===== config.mk =====
export PLATFORM = sky130hd
export DESIGN_NAME = simplez_ctrl
export DESIGN_NICKNAME = d
export VERILOG_FILES = /design/src/rtl/simplez_ctrl.sv
export SDC_FILE = /design/constraint.sdc
export NUM_CORES = 1
export LEC_CHECK = 0
export ABC_CLOCK_PERIOD_IN_PS = 900
export BUFFER_PORTS_ARGS = -buffer_cell sky130_fd_sc_hd__buf_4
export CELL_PAD_IN_SITES_DETAIL_PLACEMENT = 0
export CELL_PAD_IN_SITES_GLOBAL_PLACEMENT = 2
export CORE_MARGIN = 10
export CORE_UTILIZATION = 23
export DETAILED_ROUTE_END_ITERATION = 10
export GPL_TIMING_DRIVEN = 1
export PLACE_DENSITY = 0.73
export SLEW_MARGIN = 20
export SYNTH_ARGS = -nofsm -noshare
export SYNTH_HDL_FRONTEND = slang
export SYNTH_SLANG_ARGS = --single-unit

===== constraint.sdc =====
create_clock -name clk -period 0.9 [get_ports clk]
set_input_delay 0.09 -clock clk [delete_from_list [all_inputs] [get_ports clk]]
set_output_delay 0.09 -clock clk [all_outputs]
set_load 0.02 [all_outputs]

===== src/rtl/simplez_ctrl.sv =====
// simplez_ctrl: control unit for the Simplez processor.
// Decodes the opcode held in RI[11:9] and drives the datapath microorders
// through FETCH / DECODE / EXEC / SYNC. It also supports run/single-step
// gating for board debugging and keeps a sticky stop flag set by HALT.
//
// Ports:
//   clk        - system clock, rising edge
//   rstn_ini   - asynchronous active-low reset
//   co         - opcode RI[11:9] (ST=0 LD=1 ADD=2 BR=3 BZ=4 CLR=5 DEC=6 HALT=7)
//   a_zero     - accumulator equals zero (combinational from datapath)
//   run        - level, execute continuously when AUTORUN=0
//   step       - pulse, executes one instruction while paused in SYNC
//   cp_inc     - CP <= CP+1
//   cp_load    - CP <= CD
//   cp_sel     - memory address from CP (1) or CD (0)
//   ri_load    - RI <= mem_dout
//   a_load     - A <= source chosen by a_sel
//   a_sel      - 0 mem_dout, 1 A+mem_dout, 2 zero, 3 A-1
//   mem_we     - write A to M[CD]
//   instr_done - one-cycle pulse on the last cycle of each instruction
//   stop       - registered, set by HALT, cleared only by reset
module simplez_ctrl #(
  parameter bit AUTORUN = 1'b1
) (
  input  logic       clk,
  input  logic       rstn_ini,
  input  logic [2:0] co,
  input  logic       a_zero,
  input  logic       run,
  input  logic       step,
  output logic       cp_inc,
  output logic       cp_load,
  output logic       cp_sel,
  output logic       ri_load,
  output logic       a_load,
  output logic [1:0] a_sel,
  output logic       mem_we,
  output logic       instr_done,
  output logic       stop
);

  typedef enum logic [2:0] {
    S_INIT   = 3'd0,
    S_FETCH  = 3'd1,
    S_DECODE = 3'd2,
    S_EXEC   = 3'd3,
    S_SYNC   = 3'd4,
    S_HALTED = 3'd5
  } state_t;

  typedef enum logic [2:0] {
    OP_ST   = 3'd0,
    OP_LD   = 3'd1,
    OP_ADD  = 3'd2,
    OP_BR   = 3'd3,
    OP_BZ   = 3'd4,
    OP_CLR  = 3'd5,
    OP_DEC  = 3'd6,
    OP_HALT = 3'd7
  } opcode_t;

  typedef enum logic [1:0] {
    ASEL_MEM  = 2'd0,
    ASEL_ADD  = 2'd1,
    ASEL_ZERO = 2'd2,
    ASEL_DEC  = 2'd3
  } asel_t;

  state_t  r_state;
  state_t  w_next;
  logic    r_stop;
  logic    r_sync_first;
  logic    w_sync_go;
  logic    w_halt_decode;
  opcode_t w_op;

  assign w_op          = opcode_t'(co);
  assign w_sync_go     = AUTORUN || run || step;
  assign w_halt_decode = (r_state == S_DECODE) && (w_op == OP_HALT);
  assign stop          = r_stop;

  always_ff @(posedge clk or negedge rstn_ini) begin
    if (!rstn_ini) begin
      r_state      <= S_INIT;
      r_stop       <= 1'b0;
      r_sync_first <= 1'b0;
    end else begin
      r_state      <= w_next;
      // Marks the first SYNC cycle so instr_done is not repeated while paused.
      r_sync_first <= (w_next == S_SYNC) && (r_state != S_SYNC);
      if (w_halt_decode) begin
        r_stop <= 1'b1;
      end
    end
  end

  always_comb begin
    w_next     = r_state;
    cp_inc     = 1'b0;
    cp_load    = 1'b0;
    cp_sel     = 1'b1;
    ri_load    = 1'b0;
    a_load     = 1'b0;
    a_sel      = ASEL_MEM;
    mem_we     = 1'b0;
    instr_done = 1'b0;

    case (r_state)
      S_INIT: begin
        w_next = S_FETCH;
      end

      S_FETCH: begin
        ri_load = 1'b1;
        w_next  = S_DECODE;
      end

      S_DECODE: begin
        case (w_op)
          OP_ST: begin
            cp_sel = 1'b0;
            mem_we = 1'b1;
            cp_inc = 1'b1;
            w_next = S_SYNC;
          end
          OP_LD, OP_ADD: begin
            cp_sel = 1'b0;
            w_next = S_EXEC;
          end
          OP_BR: begin
            cp_load = 1'b1;
            w_next  = S_SYNC;
          end
          OP_BZ: begin
            if (a_zero) begin
              cp_load = 1'b1;
            end else begin
              cp_inc = 1'b1;
            end
            w_next = S_SYNC;
          end
          OP_CLR: begin
            a_load = 1'b1;
            a_sel  = ASEL_ZERO;
            cp_inc = 1'b1;
            w_next = S_SYNC;
          end
          OP_DEC: begin
            a_load = 1'b1;
            a_sel  = ASEL_DEC;
            cp_inc = 1'b1;
            w_next = S_SYNC;
          end
          default: begin
            instr_done = 1'b1;
            w_next     = S_HALTED;
          end
        endcase
      end

      S_EXEC: begin
        cp_sel = 1'b0;
        a_load = 1'b1;
        a_sel  = (w_op == OP_ADD) ? ASEL_ADD : ASEL_MEM;
        cp_inc = 1'b1;
        w_next = S_SYNC;
      end

      S_SYNC: begin
        instr_done = r_sync_first;
        if (w_sync_go) begin
          w_next = S_FETCH;
        end
      end

      S_HALTED: begin
        w_next = S_HALTED;
      end

      default: begin
        w_next = S_INIT;
      end
    endcase
  end

endmodule


# Word level (Yosys, flattened, before mapping)

Cells that the tools add are included.

Bits in registers: 5
Bits in latches: 0
Memory bits (writable): 0
Bits in read-only memories: 0
Output and inout bits: 10
Memories kept: 0

Add/sub/neg operators: 0
Multipliers: 0
Div/mod/pow operators: 0
Order comparisons: 0
Equal/unequal tests: 14
Shifts and indexed selects: 0
Mux-type cells: 20
Bitwise gates (word level): 0
Reduce and logical (&&, ||, !) cells: 11

Operators by type and width:

| cell                                                                   | count |
|---|---|
| 3-bit equality test (second input constant)                            | 7 |
| 3-bit case mux with 5 select lines                                     | 1 |
| 3-bit by 2-bit equality test with 1-bit output (second input constant) | 4 |
| 1-bit case mux with 2 select lines                                     | 6 |
| 1-bit two-way mux                                                      | 10 |
| 2-bit case mux with 2 select lines                                     | 2 |
| 7-bit OR reduction                                                     | 1 |
| 3-bit by 1-bit equality test with 1-bit output (second input constant) | 2 |
| 3-bit logical NOT                                                      | 2 |
| 3-bit case mux with 2 select lines                                     | 1 |
| 2-bit OR reduction                                                     | 3 |
| 3-bit OR reduction                                                     | 2 |
| 5-bit OR reduction                                                     | 1 |
| 3-bit inequality test (second input constant)                          | 1 |
| 1-bit logical AND                                                      | 2 |

# Longest topological paths before layout

Gate-level depths: netlist of the first run.

Depth in word-level cells: 6
Depth in mapped cells: 4
Depth with buffers taken out: 3

# Worst setup path before layout of the first run

OpenSTA, ideal clock, no wires.

Kind: register -> output
From: reg r_state[2]
To: out mem_we
Arrival: 1.157 ns
Required time: 0.810 ns
Setup slack: -0.347 ns
Stages on the path, launching flop included: 4
Path buffers: 0
Path through: dfrtp_1 > and2b_1 > nand2b_1 > nor4_2

Longest elaborated chain between the ends: 2

RTL lines:

| item                                           | line | source |
|---|---|---|
| from (decl)                                    | 69   | `state_t r_state;` |
| from (signal assigned)                         | 88   | `r_state <= w_next;` |
| 3-bit by 2-bit equality test with 1-bit output | 108  | `case (r_state)` |
| 1-bit two-way mux                              | 108  |  |
| to (decl)                                      | 37   | `output logic mem_we,` |

No other way between the ends.

# Final worst setup path of the first run

From: reg r_state[2]
To: out cp_load

Longest elaborated chain between the ends: 2

RTL lines:

| item                                           | line | source |
|---|---|---|
| 3-bit by 2-bit equality test with 1-bit output | 108  |  |
| 1-bit two-way mux                              | 108  |  |
| to (decl)                                      | 32   | `output logic cp_load,` |

No other way between the ends.

==> Flow_metrics.wiki, run 1 <==
{| class="wikitable"
! Metric !! Value
|-
| Status || complete, but fails checks
|-
| Failing checks || setup timing
|-
| Family with the most delay on the worst path || simple AND/OR/NAND/NOR gates
|-
| Critical Path AT || about 1.3 ns
|-
| EDFF count, synth || 0
|-
| Number of flip-flops and latches in the synthesized netlist || 5
|-
| Post-detail-place hpwl || 956.4 um
|-
| Worst setup EP type || output port
|-
| Wire length after detailed routing || 1312 um
|-
| N_diodes || 0
|-
| Power per Cell Area || about 2700 nW/um^2
|-
| Transition time of the tightest slew-check pin || about 0.24 ns
|-
| Row cnt || 15
|-
| Maximum level of the CTS H-tree || 1
|-
| Number of global-route vias before repair || 461
|-
| Number of top-level design ports || 18
|-
| Synthesized netlist net count || between 50 and 60
|-
| First-pass DRT Iterations || 1
|-
| Max frequency || 726.7 MHz
|-
| Core Box Area || 1764 um^2
|-
| Layout overhead on the synthesized area || 108.6%
|-
| Area share of the largest cell type after synthesis || 28.57%
|-
| Total number of vias || 463
|-
| Largest cells by area after synthesis || dfrtp_1, buf_6, a21oi_1
|-
| Clock buffer depth || 2
|-
| Wire length of the first global-routing pass || ~2000 um
|-
| Reg2reg start || r_state[2]
|-
| Post-synthesis cell type count || 25
|-
| Post-synth design cell area || 437.9 um^2
|-
| Pins Over Slew Limit || 0
|-
| Synth Area per Inst || 9.317 um^2
|-
| Slack of the critical path || -0.4760 ns
|-
| Register clock-pin slew on the reported worst setup and hold paths || 0.04 ns
|-
| Final global-route overflow total || 0
|-
| Setup tns final || -4.878 ns
|-
| Stage delay of the slowest cell on the critical path || 0.37 ns
|-
| Setup slack, reg-to-reg || -0.39 ns
|-
| Overall die area || 4049 um^2
|-
| Critical path depth in cells || 5
|-
| Slowest-stage cell, CP || dfrtp_1
|-
| Total setup violations reported at the end of the flow || 14
|-
| Critical Path Sink || cp_load
|-
| Share of flip-flops with an asynchronous set or reset || 100.0%
|-
| Net count reported at finish || 95
|-
| Root cell of the clock tree || clkbuf_4
|-
| Setup repair after global routing missed its margin || yes
|-
| Terminus of the critical flop-to-flop path || stop
|-
| Total GRT Usage || 6.110%
|-
| Kind of start point of the critical path || flip-flop
|-
| Cells along the critical path || and2b_2 -> nand2b_4 -> buf_4 -> nor2_4 -> buf_6
|-
| Total clock sinks || 5
|-
| Type of the worst setup path || flip-flop to output port
|-
| Ys Warns || 0
|-
| Pin count of the biggest net entering global routing || 9
|-
| Final period utilization || 152.9%
|-
| Initial antenna violation count || 0
|-
| Predominant post-synthesis flop cell || dfrtp_1
|-
| Shortest clock period the worst path allows after layout || 1.376 ns
|-
| Worst clock skew on the final layout || between 0.003 and 0.004 ns
|-
| Average detailed-routed wire length per instance || around 12 um
|-
| DRC violation count after routing || 0
|-
| Worst-path maximum fanout || 4
|-
| RD Place Congestion || 0.7461
|-
| Cell accounting for the most synthesized area || dfrtp_1
|-
| Post-synthesis cell count || between 40 and 50
|-
| Input/output buffers || 15
|-
| Timing startpoint of the critical path || r_state[2]
|-
| Leakage power || 0.4022 nW
|-
| Tot Pwr || 2.456 mW
|-
| Required time reported for the critical path endpoint || roughly 0.81 ns
|-
| Die X || 63.64 um
|-
| Pre-CTS worst setup slack || -0.2398 ns
|-
| Die Y-Extent || around 64 um
|-
| Count of max-cap constraint violations || 0
|-
| Detailed Route Iter0 Violations || 0
|-
| Path type of the worst min-delay path || primary input to asynchronous set/reset pin
|-
| Number of buffers created by CTS || 3
|-
| Final number of hold-violating endpoints || 0
|-
| Register area share after synthesis || between 20% and 30%
|-
| Top post-synthesis cells by count || a21oi_1, dfrtp_1, nor2_1
|-
| Post-DR vias/cell || ~4.2
|-
| Worst path bufs/invs || 2
|-
| Final Non-Filler Cells || approximately 110
|-
| Max_slew headroom || between 80% and 90%
|-
| Placed instance count || 99
|-
| Initial Utilization || 24.82%
|-
| Final antenna-violating net count || 0
|-
| Worst R2R Path Depth || 6
|-
| TritonCTS clock tree || built
|-
| Final core occ || 51.77%
|-
| Skew-Pair Late Insertion Delay || 0.23 ns
|-
| Maximum vdd drop || around 0.0011 V
|-
| Fraction of layout instances using a drive strength above 1 || 76.74%
|}
-- metrics by stage --
step	hold WS, ns	area [um^2]
finish	0.2054	913.4
global route	0.2113	913.4
CTS	0.1915	854.6
detailed placement	-0.1041	711.9
global placement	-0.1058	711.9
floorplan	-0.2056	493.0
-- placed cells by master (no fill, tap or decap), types with 2 or more instances in the layout --
cell type	count
nor2_4	4
nor2b_4	2
buf_4	27
dfrtp_1	4
nand2_1	2
o21ai_2	2
a21oi_1	2
clkbuf_4	3
a21oi_2	3
nand2b_4	2
buf_6	11
-- cell families after synthesis --
| group | Yosys count | synth area share, % |
|---|---|---|
| flip-flops | 5 | 28.57 |
| multiplexers | 2 | 4.857 |
| XOR/XNOR | 3 | 7.716 |
| AND/OR/NAND/NOR | 20 | 31.14 |
| buffers and inverters | 4 | 8.855 |
| AO/OA/AOI/OAI | 13 | 18.86 |
-- power breakdown --
group / total (mW) / switching, mW / leakage (nW) / internal (mW)
combinational: 1.79 / 0.798 / 0.326 / 0.996
clock: 0.246 / 0.0796 / 0.0150 / 0.167
sequential: 0.416 / 0.0840 / 0.0609 / 0.332
total: 2.46 / 0.961 / 0.402 / 1.49
-- worst min-delay path by stage --
stage             start      endpoint  slack [ns]
2_1_floorplan  rstn_ini    r_state[0]       -0.21
4_1_cts        rstn_ini  r_sync_first        0.19
5_1_grt        rstn_ini  r_sync_first        0.21
3_3_place_gp   rstn_ini          stop       -0.11
3_5_place_dp   rstn_ini          stop       -0.10
6_report       rstn_ini  r_sync_first        0.21
-- what timing repair did --
item / 4_1_cts / 5_1_grt
buffers inserted: 3 / 6
resized for setup: 22 / 8
pin swaps: 1 / 4
endpoints found under the hold margin: 5 / 0
hold buffers: 1 / 0
endpoints found under the setup margin: 14 / 14
-- layer usage --
layer	up-vias	routed length [um]	track usage, %
li1	243	-	-
met1	211	529	6.601
met2	7	710	9.925
met3	2	50	2.473
met4	0	21	3.279
met5	-	0	0
-- flip-flops by register name, indices dropped and copies added (netlist names) --
signal	cells
r_state	3
r_sync_first	1
stop	1
-- cell type report --
class	instances	area (um^2)
Clock buffer	4	26.28
Fill cell	164	850.8
Multi-Input combinational cell	38	392.9
Sequential cell	5	126.4
Tap cell	25	31.28
Timing Repair Buffer	39	336.6
Note: power is estimated with default switching activity, not from simulation.
==> run 2: changes to the inputs <==
Settings changed: ABC_CLOCK_PERIOD_IN_PS 900 to 1430, CORE_UTILIZATION 23 to 25, CTS_CLUSTER_DIAMETER set to 40, PLACE_DENSITY 0.73 to 0.75.
Clock period 0.9 ns to 1.43 ns, I/O delays scaled along.
==> run 2 against run 1 <==
Critical path type unchanged. Critical path depth is 1 lower. The run now ends clean. Register-to-register slack improved by 0.74 ns. Core utilization down 14 points. Clock-buffer cell count unchanged. Non-clock buffer count fell by 18. Largest power group unchanged. Hold slack better by 0.037 ns. Via count fell by 16%. Clock skew shrank 0.0011 ns. Die area down 5.5%. Flip-flop and latch count is the same. Highest routed layer is now met3. Global-route usage shrank 0.11 points.
==> Flow_metrics.wiki, run 2 (synthesized netlist as in run 1, its figures left out) <==
{| class="wikitable"
! Metric !! Value
|-
| Status || finished, final reports clean
|-
| Flip-flop count of the largest register after layout || 3
|-
| Post-detail-place hpwl || approximately 800 um
|-
| DRC violation count after routing || 0
|-
| Final number of hold-violating endpoints || 0
|-
| Wire length after detailed routing || 1034 um
|-
| Fraction of layout instances using a drive strength above 1 || 51.47%
|-
| Die X || about 62 um
|-
| Skew-Pair Late Insertion Delay || 0.24 ns
|-
| Number of top-level design ports || 18
|-
| Overall die area || 3826 um^2
|-
| Max_slew headroom || 86.10%
|-
| N_diodes || 0
|-
| Commonest cells after routing, fill and taps aside || buf_4, a21oi_1, nor2_1, clkbuf_4, dfrtp_1
|-
| Total setup violations reported at the end of the flow || 0
|-
| Final core occ || 37.41%
|-
| Wire length of the first global-routing pass || 1752 um
|-
| Number of buffers created by CTS || 3
|-
| Initial Utilization || 25.93%
|-
| Shortest clock period the worst path allows after layout || 1.429 ns
|-
| Maximum level of the CTS H-tree || 1
|-
| Placed Instance Area || 548.0 um^2
|-
| Initial antenna violation count || 0
|-
| Power per Cell Area || 1699 nW/um^2
|-
| Register containing the most flip-flops in the final layout || r_state
|-
| Total GRT Usage || under 10%
|-
| RD Place Congestion || 0.7170
|-
| Final period utilization || between 90% and 100%
|-
| Final global-route overflow total || 0
|-
| Setup repair after global routing missed its margin || yes
|-
| Count of max-cap constraint violations || 0
|-
| Die Y-Extent || 61.86 um
|-
| Average detailed-routed wire length per instance || 12.16 um
|-
| Detailed Route Iter0 Violations || 2
|-
| Required time reported for the critical path endpoint || 1.29 ns
|-
| Leakage power || 0.2791 nW
|-
| Register clock-pin slew on the reported worst setup and hold paths || roughly 0.040 ns
|-
| Net count reported at finish || 77
|-
| Root cell of the clock tree || clkbuf_4
|-
| Critical Path AT || 1.29 ns
|-
| Post-DR vias/cell || about 4.6
|-
| Layout overhead on the synthesized area || 44.29%
|-
| Clock buffer depth || 2
|-
| Path type of the worst min-delay path || primary input to asynchronous set/reset pin
|-
| Worst clock skew on the final layout || ~0.0024 ns
|-
| Maximum vdd drop || 0.0008463 V
|-
| First-pass DRT Iterations || 4
|-
| Total clock sinks || 5
|-
| Transition time of the tightest slew-check pin || 0.2027 ns
|-
| Number of global-route vias before repair || just over 400
|-
| Input/output buffers || 15
|-
| Worst-path maximum fanout || 4
|-
| Worst setup EP type || output port
|-
| TritonCTS clock tree || built
|-
| Row cnt || 15
|-
| Final antenna-violating net count || 0
|-
| Tot Pwr || 1.074 mW
|-
| Pin count of the biggest net entering global routing || 12
|-
| Total number of vias || 388
|-
| Number of fill cells in the layout || about 190
|-
| Pins Over Slew Limit || 0
|-
| Post-route cell area || 631.9 um^2
|-
| Max frequency || 699.8 MHz
|-
| Type of the worst setup path || flip-flop to output port
|-
| Core Box Area || 1689 um^2
|-
| Kind of start point of the critical path || flip-flop
|-
| Setup tns final || 0 ns
|-
| Most common library cell in the layout ignoring fill and taps || buf_4
|}
## run 2: changes by cell type in the layout (fill, tap and decap cells not counted), moves of 2 or more
| cell | previous run | this run |
|---|---|---|
| buf_6 | 11 | 1 |
| buf_4 | 27 | 19 |
| o21ai_2 | 2 | 0 |
| a21oi_2 | 3 | 0 |
| a21oi_1 | 2 | 5 |
| nor2_4 | 4 | 0 |
| nor2_1 | 0 | 5 |
## run 2: what timing repair did
| item | 4_1_cts | 5_1_grt |
|---|---|---|
| setup endpoints to repair | 5 | 6 |
| endpoints found under the hold margin | 5 | 0 |
| buffers inserted | 2 | 1 |
| pin swaps | 0 | 2 |
| hold buffers | 1 | 0 |
| gates cloned | 0 | 0 |
| resized for setup | 4 | 3 |
## run 2: power breakdown
part           total (mW)  switching, mW  internal [mW]
registers           0.284         0.0724          0.211
clock network       0.156         0.0513          0.105
logic               0.634          0.304          0.329
## run 2: stage by stage
stage,hold WS [ns],instances,worst slack (ns)
after detailed placement,-0.05425,77,0.1450
after floorplan,-0.1526,47,0.1303
after CTS,0.2301,84,-0.01263
after global placement,-0.05513,77,0.1411
after global routing,0.2315,85,-0.07546
final,0.2428,85,0.001080
## run 2: path summary, 6_finish.rpt
check	from	endpoint	slack (ns)	cells after the start
hold / removal	rstn_ini	r_state[0]	0.24	2
hold reg to reg	stop	stop	0.49	1
setup reg to reg	r_state[2]	stop	0.35	4
min in group clk	co[0]	stop	0.29	3
max in group asynchronous	rstn_ini	r_state[1]	1.07	2
setup / recovery	r_state[2]	mem_we	0.001	4
## run 2: layout make-up
class                      instances  area (um^2)  share of cell area, %
multi-input combinational         38        292.8                  46.34
clock buffer                       4        26.28                  4.158
tap                               17        21.27                  3.366
sequential                         5        127.6                  20.20
timing repair buffer              21        163.9                  25.94
## run 2: layer usage
layer	share of wire (%)	wire, um	global-route usage, %	vias up
met5	0	0	0	-
met4	0	0	3.822	0
met3	14	146	3.252	0
met2	41	420	8.346	13
met1	45	467	6.936	168
li1	-	-	-	207
## run 2: critical path, cell delays in order, from the launching register on
cell	delay, ns
dfrtp_1	0.40
and2b_2	0.27
nand2b_4	0.08
nor4_2	0.12
buf_4	0.18
==> run 3: changes to the inputs <==
Settings changed: ABC_AREA set to 1, CORE_UTILIZATION 25 to 21, SKIP_CTS_REPAIR_TIMING set to 1, SLEW_MARGIN 20 to not set.
==> run 3 against run 2 <==
The flow now finishes with violations (setup timing). Core utilization down 1.1 points. Largest power group unchanged. Clock power grew 6%. Largest cell class unchanged. Critical path type unchanged. Global-route usage decreased by 0.25 points. Wire length up 4.6%. Clock skew grew 0.0030 ns.
==> Flow_metrics.wiki, run 3 <==
{| class="wikitable"
! Metric !! Value
|-
| Status || complete, but fails checks
|-
| Failing checks || setup timing
|-
| Top post-synthesis cells by count || nand2_1, inv_1, dfrtp_1
|-
| Pin count of the biggest net entering global routing || 8
|-
| Final core occ || 36.36%
|-
| Pre-CTS worst setup slack || around 0.16 ns
|-
| Cell accounting for the most synthesized area || dfrtp_1
|-
| Overall die area || 3764 um^2
|-
| Max frequency || roughly 660 MHz
|-
| Post-synth design cell area || 359.1 um^2
|-
| Largest cells by area after synthesis || dfrtp_1, nand2_1, nand4_1
|-
| Die X || 61.35 um
|-
| First-pass DRT Iterations || 4
|-
| Post-route cell area || between 500 and 600 um^2
|-
| Final number of hold-violating endpoints || 0
|-
| Count of max-cap constraint violations || 0
|-
| Clock buffer depth || 2
|-
| Net count reported at finish || 84
|-
| Post-DR vias/cell || about 4.6
|-
| Worst-path maximum fanout || 7
|-
| Total GRT Usage || 5.745%
|-
| Flip-flop count of the largest register after layout || 3
|-
| Type of the worst setup path || flip-flop to output port
|-
| Synthesized netlist net count || 59
|-
| Wire length of the first global-routing pass || 1614 um
|-
| Required time reported for the critical path endpoint || 1.29 ns
|-
| Input/output buffers || 15
|-
| Area share of the largest cell type after synthesis || 34.84%
|-
| RD Place Congestion || 0.7307
|-
| Commonest cells after routing, fill and taps aside || buf_4, nand2_1, inv_1
|-
| Synth Area per Inst || just over 7 um^2
|-
| Layout overhead on the synthesized area || 57.84%
|-
| Max_slew headroom || 88.27%
|-
| TritonCTS clock tree || built
|-
| Final period utilization || 106.1%
|-
| Ys Warns || 0
|-
| Total clock sinks || 5
|-
| Most repeated cell in the gate-level netlist after synthesis || nand2_1
|-
| Number of top-level design ports || 18
|-
| Final global-route overflow total || 0
|-
| Placed Instance Area || 491.7 um^2
|-
| Power per Cell Area || 1680 nW/um^2
|-
| Final antenna-violating net count || 0
|-
| Leakage power || 0.3006 nW
|-
| Maximum vdd drop || around 0.00065 V
|-
| Number of fill cells in the layout || 173
|-
| Skew-Pair Late Insertion Delay || ~0.25 ns
|-
| Most common library cell in the layout ignoring fill and taps || buf_4
|-
| Number of buffers created by CTS || 3
|-
| Fraction of layout instances using a drive strength above 1 || 46.67%
|-
| Total number of vias || 422
|-
| Post-detail-place hpwl || around 860 um
|-
| Root cell of the clock tree || clkbuf_4
|-
| Number of global-route vias before repair || around 370
|-
| Wire length after detailed routing || 1082 um
|-
| Setup repair after global routing missed its margin || yes
|-
| Core Box Area || roughly 1600 um^2
|-
| Worst clock skew on the final layout || about 0.0053 ns
|-
| Transition time of the tightest slew-check pin || 0.1741 ns
|-
| Register area share after synthesis || 34.84%
|-
| Post-synthesis cell count || between 50 and 60
|-
| Pins Over Slew Limit || 0
|-
| DRC violation count after routing || 0
|-
| Slack of the critical path || -0.08730 ns
|-
| Worst setup EP type || output port
|-
| Critical Path AT || 1.37 ns
|-
| Share of flip-flops with an asynchronous set or reset || 100.0%
|-
| Path type of the worst min-delay path || primary input to asynchronous set/reset pin
|-
| Maximum level of the CTS H-tree || 1
|-
| Initial Utilization || about 23%
|-
| Predominant post-synthesis flop cell || dfrtp_1
|-
| Row cnt || 14
|-
| Kind of start point of the critical path || flip-flop
|-
| EDFF count, synth || 0
|-
| Die Y-Extent || 61.35 um
|-
| N_diodes || 0
|-
| Total setup violations reported at the end of the flow || 6
|-
| Post-synthesis cell type count || 17
|-
| Number of flip-flops and latches in the synthesized netlist || 5
|-
| Initial antenna violation count || 0
|-
| Average detailed-routed wire length per instance || 11.89 um
|-
| Register clock-pin slew on the reported worst setup and hold paths || 0.05 ns
|-
| Setup tns final || -0.3884 ns
|-
| Register containing the most flip-flops in the final layout || r_state
|-
| Worst R2R Path Depth || 6
|-
| Detailed Route Iter0 Violations || 12
|-
| Shortest clock period the worst path allows after layout || roughly 1.5 ns
|-
| Final worst hold slack || ~0.23 ns
|}
## run 3: cell count changes after synthesis, moves of 3 or more
cell      before  now
a21oi_1        5    2
buf_6          3    0
inv_1          0    6
inv_2          0    4
nand2_1        2   12
nand2b_1       4    0
nand4_1        0    4
## run 3: kinds of logic (layout without fill, tap and decap cells)
kind of cell	after synthesis	count (layout)	share of synthesized area (%)
simple gates	29	29	43.20
flops	5	5	34.84
buf+inv	10	34	10.45
compound gates	7	7	11.50
## run 3: cell type report
class | instances | area (um^2) | area share, %
repair buffers | 20 | 156.4 | 27.59
flip-flops and latches | 5 | 126.4 | 22.30
well taps | 16 | 20.02 | 3.532
clock buffers | 4 | 26.28 | 4.636
inverters | 10 | 37.54 | 6.623
multi-input cells | 36 | 200.2 | 35.32
## run 3: worst paths after layout
check,end,slack (ns),from
max,instr_done,-0.09,r_state[0]
min,r_state[0],0.23,rstn_ini
max reg2reg,stop,0.26,r_state[0]
min reg2reg,stop,0.47,stop
max in group asynchronous,r_state[2],1.07,rstn_ini
min in group clk,r_state[1],0.29,co[2]
## run 3: metrics by stage
stage	instances	power (mW)
global placement	82	0.7335
floorplan	51	0.5515
global route	91	1.038
finish	91	0.9523
detailed placement	82	0.7269
CTS	86	0.8983
## run 3: power by group
group          internal [mW]  switching [mW]
sequential             0.191          0.0568
combinational          0.230           0.308
clock                  0.106          0.0606
## run 3: layer usage
layer | GRT usage [%] | share of wire [%] | up-vias | wire, um
li1 | - | - | 219 | -
met4 | 3.822 | 1.6 | 0 | 17
met1 | 6.425 | 43 | 192 | 467
met3 | 2.469 | 5.1 | 2 | 55
met5 | 0 | 0 | - | 0
met2 | 8.728 | 50 | 9 | 541
## run 3: critical path: stages (launching register included)
cell and delay, ns:
dfrtp_1 0.41, inv_2 0.08, nand2_2 0.06, nor2_4 0.19, nand4_1 0.15, nand2_1 0.11
buf_6 0.12
